$ cat src/rtl/r5p_pkg.sv
// Shared types for the r5p write-back path: load size encoding and the record
// kept for the single outstanding load.
package r5p_pkg;

  typedef enum logic [1:0] {
    LD_B = 2'd0,
    LD_H = 2'd1,
    LD_W = 2'd2,
    LD_D = 2'd3
  } ld_siz_t;

  // Field widths cover the largest configuration (AW=5, XLEN=64).
  localparam int unsigned RD_W  = 5;
  localparam int unsigned OFF_W = 3;

  typedef struct packed {
    logic [RD_W-1:0]  rd;
    ld_siz_t          siz;
    logic             uns;
    logic [OFF_W-1:0] off;
  } ld_pend_t;

endpackage

$ cat src/rtl/r5p_wbu_lda.sv
// Load data aligner: shifts raw bus data down by the byte offset, truncates to
// the access size and sign- or zero-extends to XLEN.
module r5p_wbu_lda
  import r5p_pkg::*;
#(
  parameter int XLEN = 32
) (
  input  logic [XLEN-1:0]  rdt_i,
  input  logic [1:0]       siz_i,
  input  logic             uns_i,
  input  logic [OFF_W-1:0] off_i,
  output logic [XLEN-1:0]  dat_o
);

  logic [XLEN-1:0] sh;
  logic [XLEN-1:0] mask;
  logic            sgn;

  assign sh = rdt_i >> {off_i, 3'b000};

  always_comb begin
    mask = '1;
    sgn  = 1'b0;
    case (ld_siz_t'(siz_i))
      LD_B: begin mask = XLEN'(8'hFF);          sgn = sh[7];  end
      LD_H: begin mask = XLEN'(16'hFFFF);       sgn = sh[15]; end
      LD_W: begin mask = XLEN'(32'hFFFF_FFFF);  sgn = sh[31]; end
      default: begin mask = '1;                 sgn = 1'b0;   end
    endcase
    // Bits above the access size come from the sign unless zero-extending.
    dat_o = (sh & mask) | ({XLEN{sgn & ~uns_i}} & ~mask);
  end

endmodule

$ cat src/rtl/r5p_wbu.sv
// Write-back unit: arbitrates load responses and ALU results onto the GPR write
// port, tracks one outstanding load and reports read hazards to decode.
// Optional R5P_WBU_FWD_EN adds fwd_vld/fwd_dat forwarding of in-flight results.
module r5p_wbu
  import r5p_pkg::*;
#(
  parameter int AW   = 5,
  parameter int XLEN = 32
) (
  input  logic                      clk,
  input  logic                      rst,
  input  logic                      ex_vld,
  input  logic [AW-1:0]             ex_rd,
  input  logic [XLEN-1:0]           ex_dat,
  input  logic                      ld_vld,
  output logic                      ld_rdy,
  input  logic [AW-1:0]             ld_rd,
  input  logic [1:0]                ld_siz,
  input  logic                      ld_uns,
  input  logic [$clog2(XLEN/8)-1:0] ld_off,
  input  logic                      rsp_vld,
  input  logic [XLEN-1:0]           rsp_rdt,
  output logic                      stall,
  input  logic [AW-1:0]             hz_a,
  output logic                      hz,
`ifdef R5P_WBU_FWD_EN
  output logic                      fwd_vld,
  output logic [XLEN-1:0]           fwd_dat,
`endif
  output logic                      e_rd,
  output logic [AW-1:0]             a_rd,
  output logic [XLEN-1:0]           d_rd
);

  logic            pend_q, pend_d;
  ld_pend_t        ld_q, ld_d;
  logic            kill_q, kill_d;
  logic            buf_vld_q, buf_vld_d;
  logic [AW-1:0]   buf_rd_q, buf_rd_d;
  logic [XLEN-1:0] buf_dat_q, buf_dat_d;
  logic            e_rd_q, e_rd_d;
  logic [AW-1:0]   a_rd_q, a_rd_d;
  logic [XLEN-1:0] d_rd_q, d_rd_d;

  logic [XLEN-1:0] ld_dat;
  logic [AW-1:0]   ld_rd_p;
  logic            rsp_acc, ex_ok, ld_acc;

  r5p_wbu_lda #(.XLEN(XLEN)) u_lda (
    .rdt_i (rsp_rdt),
    .siz_i (ld_q.siz),
    .uns_i (ld_q.uns),
    .off_i (ld_q.off),
    .dat_o (ld_dat)
  );

  assign ld_rd_p = ld_q.rd[AW-1:0];
  assign rsp_acc = rsp_vld & pend_q;
  assign ex_ok   = ex_vld & (ex_rd != '0);
  assign ld_rdy  = ~pend_q | rsp_vld;
  assign ld_acc  = ld_vld & ld_rdy;

  always_comb begin
    pend_d    = pend_q;
    ld_d      = ld_q;
    kill_d    = kill_q;
    buf_vld_d = buf_vld_q;
    buf_rd_d  = buf_rd_q;
    buf_dat_d = buf_dat_q;
    e_rd_d    = 1'b0;
    a_rd_d    = a_rd_q;
    d_rd_d    = d_rd_q;

    if (rsp_acc) begin
      pend_d = 1'b0;
      kill_d = 1'b0;
      if (!kill_q && (ld_rd_p != '0)) begin
        e_rd_d = 1'b1;
        a_rd_d = ld_rd_p;
        d_rd_d = ld_dat;
      end
      if (ex_ok) begin
        buf_vld_d = 1'b1;
        buf_rd_d  = ex_rd;
        buf_dat_d = ex_dat;
      end
    end else if (buf_vld_q) begin
      e_rd_d    = 1'b1;
      a_rd_d    = buf_rd_q;
      d_rd_d    = buf_dat_q;
      buf_vld_d = 1'b0;
    end else if (ex_ok) begin
      e_rd_d = 1'b1;
      a_rd_d = ex_rd;
      d_rd_d = ex_dat;
    end

    // A younger ALU write to the load's target makes the load result stale.
    if (pend_q && !rsp_acc && ex_ok && (ex_rd == ld_rd_p)) kill_d = 1'b1;

    if (ld_acc) begin
      pend_d     = 1'b1;
      kill_d     = 1'b0;
      ld_d.rd    = RD_W'(ld_rd);
      ld_d.siz   = ld_siz_t'(ld_siz);
      ld_d.uns   = ld_uns;
      ld_d.off   = OFF_W'(ld_off);
    end
  end

  always_ff @(posedge clk) begin
    if (rst) begin
      pend_q    <= 1'b0;
      ld_q      <= '0;
      kill_q    <= 1'b0;
      buf_vld_q <= 1'b0;
      buf_rd_q  <= '0;
      buf_dat_q <= '0;
      e_rd_q    <= 1'b0;
      a_rd_q    <= '0;
      d_rd_q    <= '0;
    end else begin
      pend_q    <= pend_d;
      ld_q      <= ld_d;
      kill_q    <= kill_d;
      buf_vld_q <= buf_vld_d;
      buf_rd_q  <= buf_rd_d;
      buf_dat_q <= buf_dat_d;
      e_rd_q    <= e_rd_d;
      a_rd_q    <= a_rd_d;
      d_rd_q    <= d_rd_d;
    end
  end

  assign stall = buf_vld_q;
  assign e_rd  = e_rd_q;
  assign a_rd  = a_rd_q;
  assign d_rd  = d_rd_q;

  logic hz_nz, m_ld, m_wp, m_bf;
  assign hz_nz = (hz_a != '0);
  assign m_ld  = pend_q & ~kill_q & (ld_rd_p == hz_a);
  assign m_wp  = e_rd_q & (a_rd_q == hz_a);
  assign m_bf  = buf_vld_q & (buf_rd_q == hz_a);

`ifdef R5P_WBU_FWD_EN
  // The buffered entry is younger than the write port, so it wins.
  assign hz      = hz_nz & m_ld;
  assign fwd_vld = hz_nz & (m_bf | m_wp);
  assign fwd_dat = m_bf ? buf_dat_q : d_rd_q;
`else
  assign hz      = hz_nz & (m_ld | m_wp | m_bf);
`endif

`ifndef SYNTHESIS
  // A response may still arrive for a load that was discarded by reset.
  logic disc_q;
  always_ff @(posedge clk) begin
    if (rst)                    disc_q <= disc_q | pend_q;
    else if (rsp_vld || ld_vld) disc_q <= 1'b0;
  end

  a_ex_stall: assert property (@(posedge clk) disable iff (rst) !(ex_vld && stall));
  a_ld_rdy:   assert property (@(posedge clk) disable iff (rst) !(ld_vld && !ld_rdy));
  a_rsp_pend: assert property (@(posedge clk) disable iff (rst) !(rsp_vld && !pend_q && !disc_q));
`endif

endmodule

$ cat config.mk
export PLATFORM = sky130hd
export DESIGN_NAME = r5p_wbu
export DESIGN_NICKNAME = d
export VERILOG_FILES = /design/src/rtl/r5p_pkg.sv /design/src/rtl/r5p_wbu_lda.sv /design/src/rtl/r5p_wbu.sv
export SDC_FILE = /design/constraint.sdc
export NUM_CORES = 1
export LEC_CHECK = 0
export ABC_AREA = 1
export BUFFER_PORTS_ARGS = -buffer_cell sky130_fd_sc_hd__buf_2
export CORE_ASPECT_RATIO = 1.2
export CORE_MARGIN = 5
export CORE_UTILIZATION = 45
export DETAILED_ROUTE_END_ITERATION = 8
export GPL_ROUTABILITY_DRIVEN = 0
export PLACE_DENSITY = 0.76
export SLEW_MARGIN = 40
export SYNTH_ARGS = -nofsm -noshare
export SYNTH_HDL_FRONTEND = slang
export SYNTH_SLANG_ARGS = --single-unit
$ cat constraint.sdc
create_clock -name clk -period 1.5 [get_ports clk]
set_clock_uncertainty 0.1 [all_clocks]
set_input_delay 0.15 -clock clk [delete_from_list [all_inputs] [get_ports clk]]
set_output_delay 0.15 -clock clk [all_outputs]
set_load 0.005 [all_outputs]
After elaboration in Yosys (flattened, before gate mapping)
Cells that the tools add are included.
{ "op_classes": {"eq_ne": 7, "n_shift": 1, "n_mux": 17, "bitwise_logic": 20, "reduce_logical": 17} }
{ "op_table": {"columns": ["op", "n"], "rows": [
  ["32-bit two-way mux", 4],
  ["32-bit AND", 2],
  ["32-bit one-hot mux with 2 select lines", 1],
  ["32-bit inverter", 1],
  ["32-bit OR", 1],
  ["32-bit by 5-bit right shift with 32-bit output", 1],
  ["5-bit == test", 4],
  ["5-bit two-way mux", 4],
  ["5-bit nonzero test", 3],
  ["1-bit AND", 9],
  ["1-bit two-way mux", 7],
  ["1-bit logical AND", 4],
  ["1-bit inverter", 4],
  ["2-bit AND reduction", 2],
  ["2-bit nonzero test", 2],
  ["2-bit OR reduction", 2],
  ["1-bit OR", 3],
  ["1-bit one-hot mux with 3 select lines", 1],
  ["3-bit nonzero test", 1],
  ["2-bit by 1-bit == test with 1-bit output (second input constant)", 1],
  ["2-bit == test (second input constant)", 1],
  ["1-bit zero test", 2],
  ["2-bit zero test", 1],
  ["2-bit by 1-bit inequality test with 1-bit output (second input constant)", 1]
]} }
{ "totals": {"reg_bits": 88, "input_bits": 89, "output_inout_bits": 41, "word_cells": 74} }

Depth between registers and ports, before layout
Gate-level depths: netlist (run 1).
{ "logic_depth": {"depth_word": 7, "mapped_depth": 11, "mapped_depth_nobuf": 10} }

Cells and area by module
From an unflattened synthesis (run 1), not the netlist that was laid out.
{ "hier_totals": {"hier_cells": 906, "area_unflattened_um2": 5572.8} }
{ "modules_own_cells": {"columns": ["mod", "n_inst", "cells_each", "area_each_um2", "seq_area_each_um2"], "rows": [
  ["r5p_wbu", 1, 729, 4672.0, 1761.7],
  ["r5p_wbu_lda", 1, 177, 900.9, 0.0]
]} }

Worst setup path after synthesis (run 1)
Ideal clock, no wire load.
{ "synth_timing": {"path_type": "reg2out", "startpoint": "register buf_vld_q, in the netlist stall", "endpoint": "output port hz", "arrival_ps": 1191, "t_required_ps": 1250, "path_slack_ps": 59, "stages_incl_launch_ff": 9, "n_path_buf": 2, "path_cell_list": "dfxtp_1 buf_2 inv_2 buf_2 a211oi_1 nand4_1 nand3_1 nand2_1 inv_1"} }
{ "synth_between": {"elab_chain_cells": 3} }
{ "synth_rtl": {"columns": ["element", "line", "source"], "rows": [
  ["from (decl)", "r5p_wbu.sv:38", "logic buf_vld_q, buf_vld_d;"],
  ["from (signal assigned)", "r5p_wbu.sv:126", "buf_vld_q <= buf_vld_d;"],
  ["1-bit AND", "r5p_wbu.sv:144", "assign m_bf = buf_vld_q & (buf_rd_q == hz_a);"],
  ["1-bit OR", "r5p_wbu.sv:152", "assign hz = hz_nz & (m_ld | m_wp | m_bf);"],
  ["1-bit AND", "r5p_wbu.sv:152", null],
  ["to (decl)", "r5p_wbu.sv:25", "output logic hz,"]
]} }
No other way between the ends.

Worst setup path in the final report (run 1)
{ "layout_timing": {"startpoint": "register ld_q, in the netlist ld_rd_p[2]", "endpoint": "output port hz"} }
{ "layout_between": {"elab_chain_cells": 5} }
{ "layout_rtl": {"columns": ["element", "line", "source"], "rows": [
  ["from (decl)", "r5p_wbu.sv:36", "ld_pend_t ld_q, ld_d;"],
  ["from (signal assigned)", "r5p_wbu.sv:124", "ld_q <= ld_d;"],
  ["5-bit == test", "r5p_wbu.sv:142", "assign m_ld = pend_q & ~kill_q & (ld_rd_p == hz_a);"],
  ["1-bit AND", "r5p_wbu.sv:142", null],
  ["1-bit OR (2 in a row)", "r5p_wbu.sv:152", null],
  ["1-bit AND", "r5p_wbu.sv:152", null]
]} }
No other way between the ends.

==> results of run 1 <==
-- cell usage after synthesis --
library cell and number:
a211oi_1 3, a21oi_1 126, a221oi_1 1, buf_1 2, buf_2 20, buf_4 1
buf_6 3, clkbuf_1 24, dfxtp_1 88, inv_1 67, inv_2 4, inv_4 1
nand2_1 133, nand2_4 1, nand3_1 32, nand3_2 1, nand3_4 1, nand4_1 3
nor2_1 69, nor2_2 1, nor3_1 4, o211ai_1 1, o21ai_0 131, o21ai_1 6
o221ai_1 1, o22ai_1 5, or2_2 1, xnor2_1 2, xor2_1 3
-- flip-flops by register name, indices dropped and copies added, names as in the netlist --
signal,flops
a_rd,5
buf_dat_q,32
buf_rd_q,5
d_rd,32
e_rd,1
kill_q,1
ld_q,5
ld_rd_p,5
pend_q,1
stall,1
-- layer usage --
metal / vias up / share of wire
met2: 217 / 0.49
met1: 2528 / 0.41
met5: - / 0.00080
met4: 2 / 0.029
met3: 40 / 0.065
li1: 2803 / -
-- repair_timing --
item | CTS | global route
endpoints found under the setup margin | 35 | 66
hold buffers | 13 | 0
pin swaps | 6 | 18
resized for setup | 19 | 128
cloned | 1 | 4
setup buffers | 3 | 2
endpoints found under the hold margin | 15 | 0
-- worst max-delay path by stage --
stage                    start        to  slack (ps)
finish              ld_rd_p[2]        hz        -200
global route           a_rd[3]        hz        -330
CTS                 ld_rd_p[2]        hz        -230
detailed placement     ld_q[0]  d_rd[15]        -120
global placement       ld_q[0]   d_rd[3]        -110
floorplan                stall        hz          60
-- worst max-delay path, cell delays in order (launching register included) --
cell and delay [ps]:
dfxtp_2 340, inv_2 50, buf_6 120, nand2_2 40
o21ai_1 60, nor3_1 140, nand3_1 100, nand3_1 90
nand2_1 50, inv_1 40, buf_2 100
-- cell type report --
cell class	instances	area (um^2)
timing repair buffer	212	1461
clock buffer	11	252.7
multi-input combinational	526	2805
sequential	88	1775
tap	129	161.4
fill	917	3588
clock inverter	5	86.33
inverter	72	282.8
-- per-stage QoR --
| stage | setup TNS [ps] | total power (uW) | utilization | hold WS (ps) |
|---|---|---|---|---|
| finish | -695.6 | 6795 | 0.6554 | -6.653 |
| global route | -3047 | 7113 | 0.6554 | 22.57 |
| CTS | -258.0 | 6567 | 0.6100 | 0.05962 |
| detailed placement | -1990 | 3972 | 0.5579 | 307.6 |
| global placement | -979.4 | 3959 | 0.5579 | 295.7 |
| floorplan | 0 | 3375 | - | 119.1 |
-- cell families (layout without fill, tap and decap cells) --
kind of cell,Yosys count,after routing
simple gates,246,247
buf+inv,122,300
xor+xnor,5,5
flops,88,88
compound gates,274,274
-- report_power, final --
| part | switching [uW] | internal, uW |
|---|---|---|
| clock network | 970 | 1570 |
| registers | 103 | 2510 |
| logic | 926 | 720 |
| total | 2000 | 4800 |
==> reports/metrics.cfg, run 1 <==
[die]
rows = 41
start_util = 0.4533
chipWidth_um = 103.5
ios = 130
core_um2 = 10410
die_y_um = 122.2
dieArea_um2 = 12650

[clock_tree]
clkTransAtPathRegs_ps = 70
cts.sinks = 88
clk_latency_ps = 340
cts-buffers-inserted = 9
cts_tree = done
clock_path_buffers = 2
clockRootBuffer = clkbuf_16
cts_htree_levels = 3

[synthesis]
ys_warn_count = 0
synth_compound_area_frac = 0.2955
synth_area_leaders = dfxtp_1 (37%), o21ai_0 (14%), a21oi_1 (13%)
yosysSeqAreaShare = 0.3732
synthSimpleGateAreaFrac = 0.2136
synth_xor_area_frac = 0.009276
ys_seq_elements = 88
synthAdderAreaFrac = 0
synth_area_per_cell_um2 = 6.423
synth_top_cell_by_area = dfxtp_1
syn_area_um2 = 4721
synth.area.mux_share = 0
synth_top_family_by_area = compound AO/OA/AOI/OAI gates
synth_top_area_frac = 0.3732
synth_cell_types = 29
synth_fp_nets = 824
netlist_instances = 735

[setup_path]
regToRegSetupSlack_ps = -60
worstSetupStartpointType = register
r2r-start = ld_q[0]
crit_path_end_kind = output pin
reg2reg_depth = 10
worstPathArrival_ps = 1450
path_class = reg2out
timing.rr.end = d_rd[22]
crit_fanout = 4
critPathRequiredTime_ps = 1250

[status]
violations = hold timing, setup timing
status = complete, but fails checks

[layout]
final_cell_mix = buf_2 (129), a21oi_1 (111), o21ai_0 (102)
antenna_cells = 0
drive_above_1_share = 0.3457
layout.nets = 998
design_area_um2 = 6825
fin_cells = 1043
final_common_cell = buf_2
areaGrowthSynthToFinish_pct = 44.58

[global_routing]
grt_pass1_wl_mm = 24.87
grt_max_degree = 49
antenna_found_initial = 1
grt_util_met1 = 0.2875
grtUsageMet3 = 0.05564
use_met2 = 0.4131
track_usage = 0.2391
grt_most_used_layer = met2
grt_pass1_vias = 5166
grt-ovfl-total = 0

[sta]
relSlewSlack = 0.7675
setup_ws_ps = -201.5
drv_slew = 0
rsz0062_at_grt = yes
fmax_mhz = 587.7
max_slew.worst_pin.slew_ps = 348.8
min_period_over_period = 1.134
whs_ps = -6.653
layout_min_cycle_time_ps = 1702
setup_violations = 25
finalHoldViolations = 3

[placed_design]
dpl.cell_count = 1004
io_buffer_count = 129
pre_cts_ws_ps = -118.6
hpwl_mm = 11.12
post_dp_cell_area_um2 = 5809

[drt]
drt_iter0_drc = 388
wl_per_cell_um = 15.65
wirelength_mm = 16.32
drc = 0
avgViaCountPerCell = 5.360
ant_nets = 0
firstDrtPassIters = 7
num_vias = 5590

[power]
p_leak_uw = 0.003115
power.density_nw_per_um2 = 995.5
ir_drop_mv = 0.6503

[min_path]
whs_endpoint = buf_dat_q[29]
min_from = ex_dat[29]
hold_depth = 3
min_path_type = in2reg

[run]
cap_violations = 0

No activity file was read; power rests on OpenSTA's default activity.
==> inputs of run 2 (changes only) <==
--- a/config.mk
+++ b/config.mk
@@ -8,7 +8,6 @@
 export ABC_AREA = 1
 export BUFFER_PORTS_ARGS = -buffer_cell sky130_fd_sc_hd__buf_2
 export CORE_ASPECT_RATIO = 1.2
-export CORE_MARGIN = 5
 export CORE_UTILIZATION = 45
 export DETAILED_ROUTE_END_ITERATION = 8
 export GPL_ROUTABILITY_DRIVEN = 0
==> reports/metrics.cfg, run 2 (synthesis gave the netlist of run 1 again) <==
[layout]
antenna_cells = 0  ; unchanged
design_area_um2 = 7149  ; was 6825 um^2
final_common_cell = buf_2  ; unchanged
drive_above_1_share = 0.3785  ; was 0.3457
final_util = 0.7072  ; was 0.6554
areaGrowthSynthToFinish_pct = 51.44  ; was 44.58%
final_cell_mix = buf_2 (130), nand2_1 (116), a21oi_1 (97)  ; was buf_2 (129), a21oi_1 (111), o21ai_0 (102)
layout.nets = 1009  ; was 998
seqCellArea_um2 = 1778  ; was 1775 um^2
multiInputGateArea_um2 = 2919  ; was 2805 um^2
fillCellCount = 829  ; was 917

[setup_path]
cpMaxStageDelayCell = dfxtp_1  ; was dfxtp_2
r2r-start = ld_rd_p[2]  ; was ld_q[0]
crit_fanout = 3  ; was 4
path_class = reg2out  ; unchanged
timing.rr.end = d_rd[18]  ; was d_rd[22]
cp_cell_sequence = xor2_1 -> a211oi_1 -> nand4_1 -> nand3_1 -> nand2_1 -> inv_1 -> buf_2  ; was inv_2 -> buf_6 -> nand2_2 -> o21ai_1 -> nor3_1 -> nand3_1 -> nand3_1 -> nand2_1 -> inv_1 -> buf_2
worstPathArrival_ps = 1520  ; was 1450 ps
path_buf_inv = 2  ; was 4
reg2reg_depth = 10  ; unchanged
regToRegSetupSlack_ps = -100  ; was -60 ps
critPathMaxStageDelay_ps = 330  ; was 340 ps
crit_path_end_kind = output pin  ; unchanged
critPathRequiredTime_ps = 1250  ; about the same
critical-path-top-delay-family = flip-flops  ; was simple AND/OR/NAND/NOR gates
worstSetupStartpointType = register  ; unchanged

[drt]
firstDrtPassIters = 5  ; was 7
avgViaCountPerCell = 5.665  ; was 5.360
wl_per_cell_um = 16.77  ; was 15.65 um
num_vias = 5937  ; was 5590
wirelength_mm = 17.57  ; was 16.32 mm
ant_nets = 0  ; unchanged
drc = 0  ; unchanged
drt_iter0_drc = 407  ; was 388

[min_path]
whs_endpoint = buf_dat_q[29]  ; unchanged
min_path_type = in2reg  ; unchanged
hold_depth = 3  ; unchanged
min_from = ex_dat[29]  ; unchanged

[run]
cap_violations = 0  ; unchanged

[sta]
whs_ps = 13.22  ; was -6.653 ps
min_period_over_period = 1.182  ; was 1.134
setup_ws_ps = -272.4  ; was -201.5 ps
drv_slew = 0  ; unchanged
tns_ps = -2373  ; was -695.6 ps
layout_min_cycle_time_ps = 1772  ; was 1702 ps
max_slew.worst_pin.slew_ps = 383.1  ; was 348.8 ps
rsz0062_at_grt = yes  ; unchanged
relSlewSlack = 0.7419  ; was 0.7675
fmax_mhz = 564.2  ; was 587.7 MHz
setup_violations = 31  ; was 25
finalHoldViolations = 0  ; was 3

[clock_tree]
clk_latency_ps = 340  ; about the same
clockRootBuffer = clkbuf_16  ; unchanged
cts_tree = done  ; unchanged
clock_path_buffers = 2  ; unchanged
cts-buffers-inserted = 9  ; unchanged
cts.sinks = 88  ; unchanged
clkTransAtPathRegs_ps = 60  ; was 70 ps
cts_htree_levels = 3  ; unchanged

[die]
dieArea_um2 = 10910  ; was 12650 um^2
die_y_um = 114.2  ; was 122.2 um
start_util = 0.4670  ; was 0.4533
core_um2 = 10110  ; was 10410 um^2
chipWidth_um = 95.50  ; was 103.5 um
ios = 130  ; unchanged
rows = 40  ; was 41

[global_routing]
grt-ovfl-total = 0  ; unchanged
grt_pass1_wl_mm = 25.42  ; was 24.87 mm
grt_pass1_vias = 5411  ; was 5166
antenna_found_initial = 0  ; was 1
grt_max_degree = 69  ; was 49
track_usage = 0.3002  ; was 0.2391

[placed_design]
post_dp_cell_area_um2 = 5748  ; was 5809 um^2
hpwl_mm = 10.56  ; was 11.12 mm
io_buffer_count = 129  ; unchanged

[status]
violations = setup timing  ; was hold timing, setup timing
status = complete, but fails checks  ; unchanged

[power]
p_leak_uw = 0.003212  ; was 0.003115 uW
ir_drop_mv = 0.6815  ; was 0.6503 mV
power.density_nw_per_um2 = 964.8  ; was 995.5 nW/um^2

## run 2: changes by cell type in the layout (fill, tap and decap cells not counted), sizes merged
| cell | previous run | this run |
|---|---|---|
| buf | 195 | 200 |
| clkbuf | 15 | 14 |
| clkinv | 1 | 3 |
| dlygate4sd3 | 13 | 19 |
| inv | 74 | 70 |
## run 2: routing by layer
metal | part of all wire | track usage
met5 | 0 | 0
met4 | 0.057 | 0.1642
met3 | 0.076 | 0.04714
met2 | 0.50 | 0.5186
met1 | 0.37 | 0.3500
## run 2: repair_timing
action	4_1_cts	5_1_grt
resized for setup	89	121
hold buffers	19	0
setup endpoints to repair	32	45
buffers inserted	8	10
endpoints found under the hold margin	21	0
pin swaps	14	36
gates cloned	5	5
## run 2: power by group
| group | switching (uW) | internal (uW) | total, uW |
|---|---|---|---|
| logic | 1030 | 850 | 1880 |
| clock network | 895 | 1480 | 2370 |
| registers | 127 | 2510 | 2640 |
| total | 2060 | 4840 | 6900 |
## run 2: metrics by stage
step | power, uW | setup WS (ps) | cells
after floorplan | 3375 | 58.74 | 735
after global placement | 3947 | -171.4 | 990
after detailed placement | 3955 | -172.4 | 990
after CTS | 6600 | -213.7 | 1035
after global routing | 7169 | -362.7 | 1048
final | 6898 | -272.4 | 1048
## run 2: worst max path at each step
stage                     slack, ps  cells past startpoint        start  endpoint
after floorplan                  60                      8        stall        hz
after global placement         -170                      8      ld_q[0]   d_rd[1]
after detailed placement       -170                      8      ld_q[0]   d_rd[2]
after CTS                      -210                     10   ld_rd_p[2]        hz
after global routing           -360                      7        stall        hz
final                          -270                      7  buf_rd_q[1]        hz
## run 2: final cells by class
class	count	share of cell area
Clock buffer	10	0.03343
Sequential cell	88	0.2487
Tap cell	126	0.02205
Clock inverter	3	0.009625
Multi-Input combinational cell	526	0.4083
Timing Repair Buffer	223	0.2373
Inverter	72	0.04060
## run 2: worst min-delay path: stages
cell	delay, ps
buf_2	80
o21ai_0	70
a21oi_1	110
